[config.mk]
export PLATFORM = sky130hd
export DESIGN_NAME = clk_period_meter
export DESIGN_NICKNAME = d
export VERILOG_FILES = /design/src/rtl/clk_period_meter.sv
export SDC_FILE = /design/constraint.sdc
export NUM_CORES = 1
export LEC_CHECK = 0
export ABC_AREA = 0
export CAP_MARGIN = 15
export CORE_ASPECT_RATIO = 1.75
export CORE_MARGIN = 2
export CORE_UTILIZATION = 57
export CTS_CLUSTER_DIAMETER = 50
export DETAILED_ROUTE_END_ITERATION = 7
export HOLD_SLACK_MARGIN = 0.02
export PLACE_DENSITY = 0.84
export SLEW_MARGIN = 20
export SYNTH_ARGS = -nofsm -noshare
export SYNTH_HDL_FRONTEND = slang
export SYNTH_SLANG_ARGS = --single-unit
[constraint.sdc]
create_clock -name I_CLK -period 3.5 [get_ports I_CLK]
set_input_delay 0.35 -clock I_CLK [delete_from_list [all_inputs] [get_ports I_CLK]]
set_output_delay 0.35 -clock I_CLK [all_outputs]
set_load 0.005 [all_outputs]
[src/rtl/clk_period_meter.sv]
// Measures period, high time and low time of an asynchronous square wave in I_CLK cycles and flags a stuck input.
// Latency: input edge to rise is SYNC_STAGES+1 cycles, O_VALID one cycle after rise; no backpressure, results overwrite.
module clk_period_meter #(
  parameter int CNT_W       = 32,
  parameter int TIMEOUT     = 1024,
  parameter int SYNC_STAGES = 2
) (
  input  logic             I_CLK,
  input  logic             rst,
  input  logic             I_SIG,
  output logic [CNT_W-1:0] O_PERIOD,
  output logic [CNT_W-1:0] O_HIGH,
  output logic [CNT_W-1:0] O_LOW,
  output logic             O_VALID,
  output logic             O_STUCK,
  output logic             O_LEVEL
);

  typedef enum logic [1:0] {ST_IDLE, ST_MEAS, ST_STUCK} state_t;

  localparam logic [CNT_W-1:0] CNT_MAX = '1;
  localparam logic [CNT_W-1:0] CNT_ONE = CNT_W'(1);
  // Compare wide enough that a TIMEOUT above the counter range can never match
  localparam int CMP_W = (CNT_W > 32) ? CNT_W : 32;

  state_t r_state, w_state_nxt;

  logic [SYNC_STAGES-1:0] r_sync;
  logic                   r_prev;
  logic [CNT_W-1:0]       r_hcnt, r_lcnt, r_since;
  logic [CNT_W-1:0]       r_period, r_high, r_low;
  logic                   r_valid, r_stuck, r_level;

  logic             w_s, w_rise, w_timeout;
  logic             w_latch, w_set_stuck, w_clr_stuck;
  logic [CNT_W:0]   w_sum;
  logic [CNT_W-1:0] w_period_sat;
  logic [CMP_W-1:0] w_since_ext;

  assign w_s          = r_sync[SYNC_STAGES-1];
  assign w_rise       = w_s & ~r_prev;
  assign w_sum        = {1'b0, r_hcnt} + {1'b0, r_lcnt};
  assign w_period_sat = w_sum[CNT_W] ? CNT_MAX : w_sum[CNT_W-1:0];
  assign w_since_ext  = CMP_W'(r_since);
  assign w_timeout    = (w_since_ext == CMP_W'(TIMEOUT));

  always_ff @(posedge I_CLK) begin
    if (rst) begin
      r_sync <= '0;
      r_prev <= 1'b0;
    end else begin
      r_sync <= {r_sync[SYNC_STAGES-2:0], I_SIG};
      r_prev <= w_s;
    end
  end

  always_ff @(posedge I_CLK) begin
    if (rst) begin
      r_hcnt  <= '0;
      r_lcnt  <= '0;
      r_since <= '0;
    end else if (w_rise) begin
      r_hcnt  <= CNT_ONE;
      r_lcnt  <= '0;
      r_since <= CNT_ONE;
    end else begin
      if (w_s) begin
        if (r_hcnt != CNT_MAX) r_hcnt <= r_hcnt + CNT_ONE;
      end else begin
        if (r_lcnt != CNT_MAX) r_lcnt <= r_lcnt + CNT_ONE;
      end
      if (r_since != CNT_MAX) r_since <= r_since + CNT_ONE;
    end
  end

  always_ff @(posedge I_CLK) begin
    if (rst) r_state <= ST_IDLE;
    else     r_state <= w_state_nxt;
  end

  // The first rise after IDLE or STUCK only opens a measurement window
  always_comb begin
    w_state_nxt = r_state;
    w_latch     = 1'b0;
    w_set_stuck = 1'b0;
    w_clr_stuck = 1'b0;
    case (r_state)
      ST_IDLE: begin
        if (w_rise) begin
          w_state_nxt = ST_MEAS;
        end else if (w_timeout) begin
          w_state_nxt = ST_STUCK;
          w_set_stuck = 1'b1;
        end
      end
      ST_MEAS: begin
        if (w_rise) begin
          w_latch = 1'b1;
        end else if (w_timeout) begin
          w_state_nxt = ST_STUCK;
          w_set_stuck = 1'b1;
        end
      end
      ST_STUCK: begin
        if (w_rise) begin
          w_state_nxt = ST_MEAS;
          w_clr_stuck = 1'b1;
        end
      end
      default: w_state_nxt = ST_IDLE;
    endcase
  end

  always_ff @(posedge I_CLK) begin
    if (rst) begin
      r_period <= '0;
      r_high   <= '0;
      r_low    <= '0;
      r_valid  <= 1'b0;
      r_stuck  <= 1'b0;
      r_level  <= 1'b0;
    end else begin
      r_valid <= w_latch;
      r_level <= w_s;
      if (w_latch) begin
        r_period <= w_period_sat;
        r_high   <= r_hcnt;
        r_low    <= r_lcnt;
      end
      if (w_set_stuck)      r_stuck <= 1'b1;
      else if (w_clr_stuck) r_stuck <= 1'b0;
    end
  end

  assign O_PERIOD = r_period;
  assign O_HIGH   = r_high;
  assign O_LOW    = r_low;
  assign O_VALID  = r_valid;
  assign O_STUCK  = r_stuck;
  assign O_LEVEL  = r_level;

endmodule

==> results of run 1 <==
report_power, final:
group / internal [mW] / leakage, nW / switching (mW)
Sequential: 2.28 / 1.60 / 0.0168
Combinational: 0.0406 / 2.06 / 0.0800
Clock: 1.02 / 0.290 / 0.959
Total: 3.34 / 3.95 / 1.06
area by class of cell:
| class | count | share of cell area, % |
|---|---|---|
| Sequential cell | 199 | 35.4 |
| Inverter | 29 | 0.968 |
| Clock inverter | 14 | 1.47 |
| Clock buffer | 18 | 3.82 |
| Timing Repair Buffer | 111 | 9.75 |
| Multi-Input combinational cell | 883 | 46.1 |
| Tap cell | 224 | 2.49 |
final timing paths:
path | endpoint | slack (ns) | depth (start not counted)
hold reg to reg | r_sync[1] | 0.44 | 1
setup reg to reg | O_PERIOD[30] | 0.35 | 11
hold / removal | O_LOW[25] | 0.38 | 2
setup / recovery | O_PERIOD[30] | 0.35 | 11
synth_stat cells (3+ instances only):
library cell / count / share of area [%]
a21oi_1: 115 / 6.1
o21a_1: 5 / 0.40
a211oi_1: 32 / 2.5
nand4_2: 3 / 0.40
nor3_1: 18 / 0.95
nand2_1: 188 / 7.5
and3_1: 16 / 1.1
o21ai_0: 38 / 2.0
nand2b_1: 5 / 0.33
nor2b_1: 9 / 0.60
xor2_1: 63 / 5.8
dfxtp_1: 199 / 42
a31oi_1: 3 / 0.20
nand3_1: 48 / 2.5
buf_1: 7 / 0.28
clkbuf_1: 41 / 1.6
ha_1: 36 / 4.8
o211ai_1: 3 / 0.24
nor2_1: 146 / 5.8
o21bai_1: 4 / 0.32
xnor2_1: 43 / 4.0
or3_1: 19 / 1.3
nor4_1: 8 / 0.53
nand4_1: 23 / 1.5
and2_1: 5 / 0.33
a21o_1: 10 / 0.79
inv_1: 29 / 1.2
registers in the layout, summed over array words and instances (netlist names):
register / flops
O_LOW: 32
O_HIGH: 32
O_VALID: 1
r_lcnt: 32
O_STUCK: 1
r_sync: 2
r_hcnt: 32
O_PERIOD: 32
O_LEVEL: 1
r_since: 32
r_state: 2
critical path: cells and delay by family, from the launching register on:
kind	cells	cell delay [ns]
adders and majority gates	2	0.66
and+or+nand+nor	1	0.12
DFF	1	0.38
AOI/OAI and AO/OA	8	1.88
kinds of logic (layout without fill, tap and decap cells):
logic type | after synthesis | count (layout) | synth area share [%]
simple gates | 513 | 513 | 25.6
compound gates | 225 | 225 | 14.0
flops | 199 | 199 | 42.1
xor+xnor | 106 | 106 | 9.82
buf+inv | 80 | 172 | 3.22
fa+ha+maj | 37 | 37 | 4.98
mux | 2 | 2 | 0.212
layer usage:
layer / share of wire [%] / GRT usage, % / vias to the layer above
li1: - / - / 4136
met1: 37 / 29.9 / 3994
met2: 54 / 52.1 / 261
met3: 4.0 / 4.99 / 87
met4: 5.3 / 15.0 / 0
met5: 0 / 0 / -
placed cells by master, fill, tap and decap left out, types with 4 or more instances in the layout:
master,instances
a211oi_1,32
a21o_1,10
a21oi_1,115
and2_1,5
and3_1,16
buf_4,10
clkbuf_16,17
clkdlybuf4s50_1,100
dfxtp_1,199
ha_1,36
inv_1,29
inv_6,4
nand2_1,188
nand2b_1,4
nand3_1,48
nand4_1,23
nor2_1,146
nor2b_1,9
nor3_1,17
nor4_1,8
o21a_1,4
o21ai_0,38
o21bai_1,4
or3_1,18
xnor2_1,43
xor2_1,63
through the flow:
step           instances  worst slack (ns)
6_report            1478             0.351
5_1_grt             1478            0.0833
4_1_cts             1478             0.253
3_5_place_dp        1446             0.280
3_3_place_gp        1446             0.420
2_1_floorplan       1162             0.752
==> results by group, run 1 <==
Logic synthesis
  • Mapped Area: 0.00946 mm²
  • Synth async-reset ratio: 0%
  • Yosys cell types: 62
  • Yosys warnings: 0
  • Primary FF master, synth: dfxtp_1
  • Syn Area/Cell: 8.14 µm²
  • Synthesized flop and latch total: around 200
  • Post-synth EDFFs: 0
  • Mapped Cells: roughly 1200
  • Mapped Nets: 1202
  • Sequential share of the synthesized area: a little over two fifths

Setup path
  • Cell Chain, Critical Path: ha_1, fa_1, a21oi_1, o22ai_1, a311oi_2, o21ai_1, a21oi_2, o21a_1, or3_1, a21boi_1, a2111oi_2
  • Crit-path max FO: 5
  • Worst EP required: between 3 and 4 ns
  • CP Launch Type: flip-flop
  • CP endpoint kind: flip-flop
  • Worst path max stage delay: 0.44 ns
  • Worst r2r src: r_lcnt[0]
  • Slowest cell on crit path: a311oi_2
  • Critical Path AT: 3.48 ns
  • CP Launch Point: r_lcnt[0]
  • Kind of critical path: reg -> reg

Clocking
  • Post-CTS Resized: 0
  • Clock Latency Late Sink: 0.44 ns
  • Setup Fix Bufs, Post-CTS: 0
  • Hold_buf cts: 0
  • Num CTS Buffers: 17
  • Clk sinks: 199
  • CTS root buf: clkbuf_16
  • CTS tree: built
  • Clk slew on worst S/H paths: ~0.07 ns
  • Clock Tree Buf Depth: 2
  • H-tree levels: 4

Routing
  • Drt drc: 0
  • Antenna-violating nets left: 0
  • Vias: 8478
  • Detailed Routing Iterations Pass 1: 5
  • Average wire per standard cell: 16.6 µm
  • Final wirelength: 24500 µm
  • Starting DRT DRC Count: 406
  • Number of vias per cell: 5.74

Job
  • Max cap viols: 0

Power
  • LEAKAGE: 3.95 nW
  • Peak VDD IR: 0.000331 V
  • Final Power: 4.39 mW
  • Cell area power density: slightly below 400 mW/mm²

Finish
  • Nets: 1281
  • Multi-input logic area: 0.00518 mm²
  • Layout cell share with drive strength beyond 1: 5.74%
  • Syn-to-layout area delta: 18.9%
  • Fillers: 1326
  • # diodes: 0
  • Final Core Density: 68.7%
  • Finished layout cell area: 0.0112 mm²
  • FF+latch area: 0.00398 mm²

Timing
  • Hold_ws: 0.379 ns
  • Endpoints failing setup: 0
  • Skew final: about 0.014 ns
  • Period utilisation layout: 90.0%
  • Final hold vios: 0
  • Tmin final: 3.15 ns
  • Setup TNS: 0 ns
  • Actual slew at the worst max-slew pin: 0.784 ns
  • Unrepaired setup endpoints after global routing: no
  • Fmax: 0.318 GHz
  • Max Slew Vio Count: 0
  • Rel. slew slack: 47.5%

Floorplanning
  • # IOs: 102
  • Die H: about 170 µm
  • Die area: 0.0177 mm²
  • Core Area: 0.0164 mm²
  • # rows: 62
  • Die Wd: 101 µm
  • Initial core utilization: 57.8%

Hold path
  • Hold crit path type: in -> reg
  • Worst Min Path Start: rst

Global routing
  • First-pass GRT wire length: roughly 40000 µm
  • Initial antenna violation count: 0
  • Grt ovf: 0
  • Via count of the first global-routing pass: between 8000 and 9000
  • Total global-route track usage: 28.4%
  • Largest net degree at the start of global routing: between 60 and 70

Status
  • Status: complete, no violations

Placed design
  • Buffers on Ports: 101
  • DP Area: 0.0106 mm²
  • DP HPWL: roughly 18000 µm
  • Final GP Congestion: 0.949
Power figures use the tool's default switching activity.
==> run 2: changes to the inputs <==
CORE_UTILIZATION = 55   (was 57)
GPL_TIMING_DRIVEN = 0   (was unset)
PLACE_DENSITY = 0.82   (was 0.84)
SKIP_CTS_REPAIR_TIMING = 1   (was unset)
==> run 2 against run 1 <==
Compared with the run above:
- core utilization fell by 1.5 points
- hold slack improved by 0.068 ns
- die area up 3.5%
- design area grew 0.88%
- register-to-register slack got worse by 0.22 ns
==> results by group, run 2 (synthesis results as in run 1) <==
Status
  • Status: complete, no violations

Routing
  • Vias: around 8600
  • Starting DRT DRC Count: 466
  • Drt drc: 0
  • Number of vias per cell: 5.67
  • Antenna-violating nets left: 0
  • Final wirelength: 25800 µm
  • Detailed Routing Iterations Pass 1: 5
  • Average wire per standard cell: between 15 and 20 µm

Clocking
  • CTS root buf: clkbuf_16
  • Num CTS Buffers: 17
  • CTS tree: built
  • Clock Latency Late Sink: 0.45 ns
  • Clk sinks: between 150 and 200
  • H-tree levels: 4
  • Clock Tree Buf Depth: 2
  • Clk slew on worst S/H paths: roughly 0.070 ns

Timing
  • Unrepaired setup endpoints after global routing: no
  • Endpoints failing setup: 0
  • Hold_ws: around 0.45 ns
  • Tmin final: ~3.4 ns
  • Fmax: 0.297 GHz
  • Period utilisation layout: 96.1%
  • Final hold vios: 0
  • Max Slew Vio Count: 0
  • Setup TNS: 0 ns
  • Rel. slew slack: 25.7%
  • Actual slew at the worst max-slew pin: 1.11 ns
  • Skew final: 0.0152 ns

Placed design
  • Buffers on Ports: 100
  • DP HPWL: 19000 µm
  • Final GP Congestion: 0.937
  • DP Cell Count: 1489

Finish
  • Syn-to-layout area delta: 19.9%
  • Layout cell share with drive strength beyond 1: just under 5%
  • Non-Filler Instances: 1520
  • Nets: 1321
  • # diodes: 0
  • Commonest non-fill, non-tap cells in the layout: dfxtp_1 (199), nand2_1 (188), nor2_1 (146), a21oi_1 (115), clkdlybuf4s50_1 (100)
  • Final Core Density: 67.2%
  • Commonest non-fill, non-tap cell in the layout: dfxtp_1

Floorplanning
  • Initial core utilization: 56.1%
  • Die H: 177 µm
  • Core Area: around 0.017 mm²
  • # IOs: slightly above 100
  • # rows: 63
  • Die Wd: 103 µm
  • Die area: 0.0183 mm²

Global routing
  • Initial antenna violation count: 0
  • Total global-route track usage: 28.6%
  • First-pass GRT wire length: just over 40000 µm
  • Largest net degree at the start of global routing: 20
  • Via count of the first global-routing pass: 8297
  • Grt ovf: 0

Power
  • Sw Ratio: roughly a quarter
  • Part of the power in registers: 51.7%
  • Cell area power density: between 300 and 400 mW/mm²
  • Clock Power Share: 45.2%
  • Peak VDD IR: 0.000307 V
  • LEAKAGE: 3.97 nW
  • Int Pwr: 3.35 mW
  • Final Power: 4.43 mW
  • NetSw: 1.08 mW
  • Part of the power in combinational logic: 3.0%

Setup path
  • Kind of critical path: reg -> reg
  • CP endpoint kind: flip-flop
  • CP Launch Type: flip-flop
  • Critical Path AT: 3.66 ns
  • Worst EP required: 3.80 ns
  • Crit-path max FO: 10

Hold path
  • Hold crit path type: reg -> reg

Job
  • Max cap viols: 0
run 2: cell count changes in the layout (fill, tap and decap cells not counted), moves of 2 or more:
cell        previous run  this run
clkinvlp_4             1         3
clkinv_2               2         0
buf_1                  0         7
clkbuf_1               1        39
clkbuf_2               0         3
buf_4                 10         0
buf_2                  0         2
run 2: layout make-up:
cell class | instances | area [µm²]
fill | 1430 | 5530
multi-input combinational | 883 | 5170
sequential | 199 | 3980
timing repair buffer | 100 | 1000
clock buffer | 18 | 439
tap | 227 | 284
buffer | 51 | 198
clock inverter | 13 | 156
inverter | 29 | 109
run 2: power groups by stage:
stage | Combinational (mW) | Sequential [mW] | Clock [mW]
2_1_floorplan | 0.0813 | 2.34 | 0
3_3_place_gp | 0.130 | 2.35 | 0
3_5_place_dp | 0.133 | 2.35 | 0
4_1_cts | 0.134 | 2.29 | 2.02
5_1_grt | 0.148 | 2.30 | 2.12
6_report | 0.135 | 2.29 | 2.00
run 2: path summary, 6_finish.rpt:
kind / from / to / slack (ns) / cells past startpoint
max: r_hcnt[0] / O_PERIOD[4] / 0.14 / 10
min: r_sync[0] / r_sync[1] / 0.45 / 1
max reg2reg: r_hcnt[0] / O_PERIOD[4] / 0.14 / 10
min reg2reg: r_sync[0] / r_sync[1] / 0.45 / 1
run 2: routing by layer:
metal / up-vias / GRT usage [%] / wire (µm)
met1: 4057 / 31.3 / 10000
met5: - / 0 / 0
li1: 4225 / - / -
met4: 0 / 15.1 / 1170
met2: 258 / 51.0 / 13500
met3: 79 / 4.92 / 1130
run 2: worst max-delay path, stage by stage (launching register included):
cell and delay [ns]:
dfxtp_1 0.40, ha_1 0.31, fa_1 0.42, a21oi_1 0.24, o22ai_1 0.18, a311oi_2 0.41
o21ai_1 0.22, a21oi_2 0.29, o21a_2 0.30, clkbuf_2 0.33, a211oi_1 0.13
run 2: stage by stage:
| stage | cell area (µm²) | worst slack [ns] |
|---|---|---|
| after detailed placement | 10700 | -0.0723 |
| after floorplan | 9460 | 0.752 |
| final | 11300 | 0.135 |
| after global routing | 11300 | 0.0192 |
| after global placement | 10700 | -0.0436 |
| after CTS | 11300 | -0.0965 |
==> run 3: changes to the inputs <==
CTS_CLUSTER_DIAMETER = unset   (was 50)
clock period = 4 ns   (was 3.5 ns; I/O delays follow)
==> run 3 against run 2 <==
Compared with the run above:
- clock power down 13%
- maximum frequency fell by 7.4%
- largest power group unchanged
- design area hardly changed
- routed wire length is 0.46% lower
- sequential power is 12% lower
- critical endpoint unchanged
==> results by group, run 3 (synthesis results as in run 1) <==
Power
  • Sw Ratio: 24.3%
  • Int Pwr: 2.93 mW
  • Part of the power in combinational logic: under 10%
  • Peak VDD IR: 0.000266 V
  • Cell area power density: 342 mW/mm²
  • NetSw: around 940 µW
  • Part of the power in registers: 51.8%
  • LEAKAGE: 3.96 nW
  • Clock Power Share: 45.2%

Setup path
  • Worst EP required: ~4.3 ns
  • CP Launch Point: r_hcnt[0]
  • CP endpoint kind: flip-flop
  • Crit-path max FO: 10
  • FF-to-FF path depth: 10
  • Kind of critical path: reg -> reg
  • Critical Path AT: 3.93 ns
  • R2R Setup Slk: 0.37 ns
  • Worst r2r src: r_hcnt[0]
  • CP Launch Type: flip-flop
  • Worst r2r dst: O_PERIOD[4]

Clocking
  • Num CTS Buffers: 17
  • Clk sinks: around 200
  • Clk slew on worst S/H paths: ~0.070 ns
  • H-tree levels: 4
  • CTS tree: built
  • CTS root buf: clkbuf_16
  • Clock Tree Buf Depth: 2
  • Clock Latency Late Sink: 0.45 ns

Placed design
  • DP Area: 0.0107 mm²
  • DP HPWL: 19000 µm
  • Buffers on Ports: 100
  • Final GP Congestion: 0.937

Timing
  • Setup TNS: 0 ns
  • Tmin final: 3.63 ns
  • Final hold vios: 0
  • Max Slew Vio Count: 0
  • Actual slew at the worst max-slew pin: roughly 1.1 ns
  • Skew final: roughly 0.018 ns
  • Fmax: 0.275 GHz
  • Unrepaired setup endpoints after global routing: no
  • Rel. slew slack: 22.9%
  • Period utilisation layout: 90.9%
  • Endpoints failing setup: 0

Hold path
  • Hold path depth: 1
  • Worst Min Path Start: r_sync[0]
  • Worst Hold End: r_sync[1]
  • Hold crit path type: reg -> reg

Finish
  • Finished layout cell area: approximately 0.011 mm²
  • Fillers: 1429
  • Syn-to-layout area delta: 19.9%
  • Nets: 1321
  • Multi-input logic area: a little over 0.005 mm²
  • FF+latch area: 0.00398 mm²
  • Commonest non-fill, non-tap cells in the layout: dfxtp_1 (199), nand2_1 (188), nor2_1 (146), a21oi_1 (115), clkdlybuf4s50_1 (100)
  • # diodes: 0
  • Commonest non-fill, non-tap cell in the layout: dfxtp_1
  • Layout cell share with drive strength beyond 1: 4.64%

Routing
  • Vias: 8654
  • Starting DRT DRC Count: between 400 and 500
  • Average wire per standard cell: 16.9 µm
  • Final wirelength: 25700 µm
  • Number of vias per cell: approximately 5.7
  • Drt drc: 0
  • Antenna-violating nets left: 0
  • Detailed Routing Iterations Pass 1: 5

Floorplanning
  • # rows: 63
  • Die Wd: 103 µm
  • Die H: about 180 µm
  • Initial core utilization: 56.1%
  • # IOs: 102
  • Core Area: 0.0169 mm²
  • Die area: 0.0183 mm²

Job
  • Max cap viols: 0

Global routing
  • Grt ovf: 0
  • First-pass GRT wire length: 40800 µm
  • Initial antenna violation count: 0
  • Largest net degree at the start of global routing: 20
  • Total global-route track usage: 28.6%
  • Via count of the first global-routing pass: 8297

Status
  • Status: complete, no violations
-- run 3: cell types whose count changed in the layout (fill, tap and decap cells not counted) --
cell,before,now
o21a_2,1,0
clkbuf_2,3,1
clkbuf_1,39,41
o21a_1,4,5
-- run 3: metrics by stage --
step           std cells  hold WS, ns  utilization [%]  power [mW]  worst slack, ns
3_5_place_dp        1489        0.427             63.7        2.17            0.428
2_1_floorplan       1162        0.414                -        2.12             1.25
5_1_grt             1520        0.461             67.2        3.99            0.198
6_report            1520        0.448             67.2        3.88            0.366
4_1_cts             1520        0.446             67.2        3.89            0.404
3_3_place_gp        1489        0.427             63.7        2.17            0.456
-- run 3: cell type report --
type,count,share of cell area (%)
inverter,29,0.960
clock inverter,13,1.38
sequential,199,35.1
tap,227,2.51
multi-input combinational,883,45.6
timing repair buffer,100,8.83
clock buffer,18,3.87
buffer,51,1.72
-- run 3: worst max path at each step --
stage	to	depth (start not counted)	slack [ns]
4_1_cts	O_PERIOD[2]	10	0.40
3_5_place_dp	O_PERIOD[6]	10	0.43
5_1_grt	O_PERIOD[4]	10	0.20
6_report	O_PERIOD[4]	10	0.37
3_3_place_gp	O_PERIOD[3]	10	0.46
2_1_floorplan	O_PERIOD[30]	11	1.25
-- run 3: worst max-delay path, stage by stage, from the launching register on --
cell,delay (ns)
dfxtp_1,0.40
ha_1,0.31
fa_1,0.42
a21oi_1,0.22
o22ai_1,0.17
a311oi_2,0.41
o21ai_1,0.22
a21oi_2,0.30
o21a_1,0.37
clkbuf_1,0.50
a211oi_1,0.16
-- run 3: power groups by stage --
| stage | Clock (mW) | Sequential [mW] | Combinational, mW |
|---|---|---|---|
| final | 1.75 | 2.01 | 0.118 |
| after global routing | 1.85 | 2.01 | 0.129 |
| after CTS | 1.76 | 2.01 | 0.117 |
| after detailed placement | 0 | 2.05 | 0.116 |
| after global placement | 0 | 2.05 | 0.114 |
| after floorplan | 0 | 2.05 | 0.0711 |
-- run 3: metal layers --
layer / part of all wire, % / up-vias / global-route usage [%]
met4: 4.7 / 0 / 15.1
met3: 4.5 / 84 / 4.92
met5: 0 / - / 0
met1: 38 / 4065 / 31.3
met2: 52 / 282 / 51.0
li1: - / 4223 / -
